$ cat src/rtl/regbank_fwd_stage.sv
// Register bank with an operand-fetch stage. It resolves RAW hazards
// against the EX, DM and WB results and registers the A/B operands for execute.
module regbank_fwd_stage #(
  parameter int unsigned DATA_W   = 8,
  parameter int unsigned ADDR_W   = 5,
  parameter bit          ZERO_REG = 1'b1
) (
  input  logic              clk,
  input  logic              rst_n,
  input  logic [ADDR_W-1:0] rs_a,
  input  logic [ADDR_W-1:0] rs_b,
  input  logic [DATA_W-1:0] imm,
  input  logic              imm_sel,
  input  logic              stall,
  input  logic              flush,
  input  logic              ex_we,
  input  logic [ADDR_W-1:0] ex_rd,
  input  logic [DATA_W-1:0] ans_ex,
  input  logic              dm_we,
  input  logic [ADDR_W-1:0] dm_rd,
  input  logic [DATA_W-1:0] ans_dm,
  input  logic              wb_we,
  input  logic [ADDR_W-1:0] wb_rd,
  input  logic [DATA_W-1:0] ans_wb,
  output logic [DATA_W-1:0] A,
  output logic [DATA_W-1:0] B,
  output logic [1:0]        fwd_a,
  output logic [1:0]        fwd_b,
  output logic              op_valid
);

  localparam int unsigned DEPTH = 2 ** ADDR_W;

  localparam logic [1:0] SRC_FILE = 2'd0;
  localparam logic [1:0] SRC_EX   = 2'd1;
  localparam logic [1:0] SRC_DM   = 2'd2;
  localparam logic [1:0] SRC_WB   = 2'd3;

  logic [DATA_W-1:0] regs [DEPTH];

  logic              file_we_c;
  logic [DATA_W-1:0] a_val_c;
  logic [DATA_W-1:0] b_val_c;
  logic [1:0]        a_code_c;
  logic [1:0]        b_code_c;

  // r0 is hard-wired to zero when ZERO_REG is set, so writes to it are dropped
  assign file_we_c = wb_we && !(ZERO_REG && (wb_rd == '0));

  // Register file write port (WB only); it ignores stall and flush
  always_ff @(posedge clk or negedge rst_n) begin
    if (!rst_n) begin
      for (int unsigned i = 0; i < DEPTH; i++) begin
        regs[i] <= '0;
      end
    end else if (file_we_c) begin
      regs[wb_rd] <= ans_wb;
    end
  end

  // Operand A source select: r0, then EX, then DM, then WB, then the file
  always_comb begin
    a_val_c  = regs[rs_a];
    a_code_c = SRC_FILE;
    if (ZERO_REG && (rs_a == '0)) begin
      a_val_c  = '0;
      a_code_c = SRC_FILE;
    end else if (ex_we && (ex_rd == rs_a)) begin
      a_val_c  = ans_ex;
      a_code_c = SRC_EX;
    end else if (dm_we && (dm_rd == rs_a)) begin
      a_val_c  = ans_dm;
      a_code_c = SRC_DM;
    end else if (wb_we && (wb_rd == rs_a)) begin
      a_val_c  = ans_wb;
      a_code_c = SRC_WB;
    end
  end

  // Operand B source select: the immediate overrides the register path
  always_comb begin
    b_val_c  = regs[rs_b];
    b_code_c = SRC_FILE;
    if (imm_sel) begin
      b_val_c  = imm;
      b_code_c = SRC_FILE;
    end else if (ZERO_REG && (rs_b == '0)) begin
      b_val_c  = '0;
      b_code_c = SRC_FILE;
    end else if (ex_we && (ex_rd == rs_b)) begin
      b_val_c  = ans_ex;
      b_code_c = SRC_EX;
    end else if (dm_we && (dm_rd == rs_b)) begin
      b_val_c  = ans_dm;
      b_code_c = SRC_DM;
    end else if (wb_we && (wb_rd == rs_b)) begin
      b_val_c  = ans_wb;
      b_code_c = SRC_WB;
    end
  end

  // Operand stage register: flush beats stall, and stall beats load
  always_ff @(posedge clk or negedge rst_n) begin
    if (!rst_n) begin
      A        <= '0;
      B        <= '0;
      fwd_a    <= SRC_FILE;
      fwd_b    <= SRC_FILE;
      op_valid <= 1'b0;
    end else if (flush) begin
      A        <= '0;
      B        <= '0;
      fwd_a    <= SRC_FILE;
      fwd_b    <= SRC_FILE;
      op_valid <= 1'b0;
    end else if (!stall) begin
      A        <= a_val_c;
      B        <= b_val_c;
      fwd_a    <= a_code_c;
      fwd_b    <= b_code_c;
      op_valid <= 1'b1;
    end
  end

endmodule

$ cat config.mk
export PLATFORM = sky130hd
export DESIGN_NAME = regbank_fwd_stage
export DESIGN_NICKNAME = d
export VERILOG_FILES = /design/src/rtl/regbank_fwd_stage.sv
export SDC_FILE = /design/constraint.sdc
export NUM_CORES = 1
export LEC_CHECK = 0
export BUFFER_PORTS_ARGS = -buffer_cell sky130_fd_sc_hd__buf_2
export CORE_MARGIN = 5
export CORE_UTILIZATION = 30
export DETAILED_ROUTE_END_ITERATION = 10
export PLACE_DENSITY_LB_ADDON = 0.08
export SETUP_SLACK_MARGIN = 0.02
export SLEW_MARGIN = 25
export SYNTH_ARGS = -nofsm -noshare
export SYNTH_HDL_FRONTEND = slang
export SYNTH_SLANG_ARGS = --single-unit
$ cat constraint.sdc
create_clock -name clk -period 1.5 [get_ports clk]
set_input_delay 0.075 -clock clk [delete_from_list [all_inputs] [get_ports clk]]
set_output_delay 0.075 -clock clk [all_outputs]
set_load 0.05 [all_outputs]
==> metrics.md <==
| Metric | Value |
|---|---|
| Antenna violations before repair | `2` |
| Synth Instances | `1286` |
| Period utilisation layout | `1.229` |
| DRC violations left | `0` |
| CP max-delay cell | `mux4_2` |
| Sequential share of the synthesized area | `0.4340` |
| # setup viols final | `16` |
| Net count, final | `1710` |
| Placed Area | `0.01983 sq mm` |
| Maximum clock rate | `542.5 MHz` |
| Ys Warns | `0` |
| Htree depth | `2` |
| Crit path buf inv count | `1` |
| Worst flop-to-flop path startpoint | `regs[166]` |
| Worst Slack Setup Final | `-0.3432 ns` |
| Failing checks | `hold timing, setup timing` |
| Die height | `240.7 um` |
| CTS root buffer | `clkbuf_16` |
| Slew HR | `0.3898` |
| Fraction of layout cells with a size suffix above 1 | `0.5246` |
| R2r worst-path depth | `6` |
| Most frequent cell after synthesis | `dfrtp_1` |
| Cts bufs inserted | `37` |
| VDD IR max | `784.6 uV` |
| Final Wtd Congestion | `0.8755` |
| HPWL after DPL | `48050 um` |
| Cell Chain, Critical Path | `mux4_2 -> mux2i_4 -> mux2i_4 -> o211ai_1 -> buf_4 -> a21oi_2` |
| Yosys top cell by area | `dfrtp_1` |
| Crit end category | `flip-flop` |
| Stages on the worst setup path | `6` |
| Ys async rst share | `1.000` |
| Sink Count | `277` |
| Grt total ovfl | `0` |
| Vias/cell | `5.327` |
| Status | `finished with violations` |
| Max-capacitance violation count | `0` |
| Vias | `12550` |
| CTS tree | `done` |
| WL per Instance | `26.94 um` |
| DP Cell Count | `2265` |
| Crit Path Max Fanout | `3` |
| Dpl ws | `-0.6661 ns` |
| Routed WL | `63470 um` |
| Buffers from clock root to sink, at most | `3` |
| Syn nets | `1351` |
| Final cell count without fillers | `2356` |
| Critical path data required time | `1.92 ns` |
| Top cell family by delay on the critical path | `multiplexers` |
| Final hold slack | `-0.03525 ns` |
| Initial drt markers | `679` |
| Clock-pin slew on the worst setup and hold paths | `0.06 ns` |
| Clock Latency Late Sink | `0.55 ns` |
| Commonest cells post-synth | `277 x dfrtp_1, 260 x mux2_2, 98 x nand2_1` |
| Min cycle time layout | `1.843 ns` |
| Largest net degree at the start of global routing | `63` |
| Final Hold Vio Count | `16` |
| Pwr Density | `1189 mW/mm^2` |
| Die width | `240.7 um` |
| ANT cells | `0` |
| Crit path kind | `reg -> reg` |
| Synthesized area | `0.01597 sq mm` |
| Data arrival, critical path | `2.26 ns` |
| CP max stage delay | `0.51 ns` |
| Synth area leaders | `dfrtp_1 43%, mux2_2 18%, mux4_2 11%` |
| DRT antenna net count | `0` |
| Fillers | `5004` |
| Core box area | `0.05266 sq mm` |
| Reg2reg end | `B[6]` |
| Final instance area | `0.02163 sq mm` |
| Reg2Reg Setup Slack | `-0.34 ns` |
| I/O pin cnt | `86` |
| Startpoint types | `flip-flop` |
| Post-synth EDFFs | `0` |
| Share of the synthesized area in the top cell type | `0.4340` |
| First-pass GRT wire length | `92230 um` |
| Post-synthesis area per instance | `12.42 sq um` |
| Syn-to-layout area delta | `35.45%` |
| RSZ-0062 raised after global routing | `yes` |
| Router iterations before antenna repair | `5` |
| Pleak | `9.828 nW` |
| Total GRT Usage | `0.2179` |
| Site Rows | `84` |
| Starting Density | `0.3033` |
| Die footprint | `0.05795 sq mm` |
| Yosys cell types | `57` |
| Vias in the first global route | `13180` |
| Port Buffers | `85` |
| Pins Over Slew Limit | `0` |
| Primary FF master, synth | `dfrtp_1` |
| Yosys reg bits | `277` |
| Worst Hold Class | `in -> async` |
| Worst clock skew | `0.01776 ns` |
| CP dominant cell by count | `mux2i_4` |
| Least-Margin Pin Slew | `0.9114 ns` |
[power by group]
group          total (W)  switching (W)  leakage (nW)  internal (W)
clock            0.00921        0.00347         0.619       0.00574
combinational    0.00673        0.00306          5.64       0.00368
sequential       0.00977       0.000947          3.57       0.00882
total             0.0257        0.00747          9.83        0.0182
[final cells by class]
type,count,area (sq um),area share
tap,688,860.8,0.03979
clock inverter,10,153.9,0.007114
multi-input combinational,878,8741,0.4040
clock buffer,52,1095,0.05061
inverter,14,52.55,0.002429
timing repair buffer,437,3799,0.1756
sequential,277,6932,0.3204
[worst max-delay path by stage]
stage,startpoint,endpoint,slack [ns]
5_1_grt,regs[166],B[6],-0.39
6_report,regs[166],B[6],-0.34
3_3_place_gp,rs_b[1],B[1],-0.72
4_1_cts,regs[166],B[6],-0.35
3_5_place_dp,rs_b[1],B[6],-0.67
2_1_floorplan,rs_b[0],B[3],-0.09
[layer usage]
metal | global-route usage | up-vias | share of wire
li1 | - | 5638 | -
met1 | 0.2801 | 6486 | 0.43
met2 | 0.3690 | 320 | 0.49
met3 | 0.04354 | 106 | 0.048
met4 | 0.07557 | 0 | 0.036
met5 | 0 | - | 0
[stage by stage]
stage | setup TNS, ns | power (W) | util
floorplan | -0.7303 | 0.01310 | -
global placement | -23.27 | 0.01620 | 0.3766
detailed placement | -23.12 | 0.01627 | 0.3767
CTS | -3.073 | 0.02591 | 0.4089
global route | -4.213 | 0.02679 | 0.4108
finish | -3.036 | 0.02571 | 0.4108
[sequential cells by signal, summed over array words and instances (netlist names)]
name      flops
fwd_a         2
op_valid      1
A             8
regs        256
fwd_b         2
B             8
[worst register-to-register path, stage by stage, from the launching register on]
cell	delay, ns
dfrtp_1	0.39
mux4_2	0.51
mux2i_4	0.23
mux2i_4	0.13
o211ai_1	0.24
buf_4	0.18
a21oi_2	0.05
[kinds of logic (layout without fill, tap and decap cells)]
logic type             after synthesis  in the layout  share of synthesized area
XOR/XNOR                            30             30                    0.01692
multiplexers                       407            407                     0.3381
buffers and inverters              131            513                    0.04089
AND/OR/NAND/NOR                    242            242                    0.07842
AO/OA/AOI/OAI                      199            199                    0.09166
flip-flops                         277            277                     0.4340
[layout by cell type (no fill, tap or decap), types with 12 or more instances in the layout]
master,netlist,layout
a211o_1,12,12
a211oi_1,14,14
a221oi_2,0,12
a31oi_1,16,16
and3_1,19,19
buf_12,0,51
buf_2,27,82
buf_4,10,276
clkbuf_16,0,39
dfrtp_1,277,277
dlygate4sd3_1,0,19
inv_1,14,14
mux2_2,260,248
mux2_4,0,12
mux2i_1,67,58
mux4_2,80,80
nand2_1,98,98
nand3_1,31,31
nand4_1,16,16
nor2_1,18,17
o211ai_1,18,18
o21ai_0,45,45
o221ai_1,12,12
o31ai_1,16,16
xnor2_1,15,12
xor2_1,14,14
[timing repair]
action	4_1_cts	5_1_grt
pin swaps	23	12
gates resized for setup	39	16
hold buffers	20	0
endpoints found under the setup margin	16	34
endpoints found under the hold margin	285	0
setup buffers	6	5
gates cloned	0	0
Note: power is estimated with default switching activity, not from simulation.
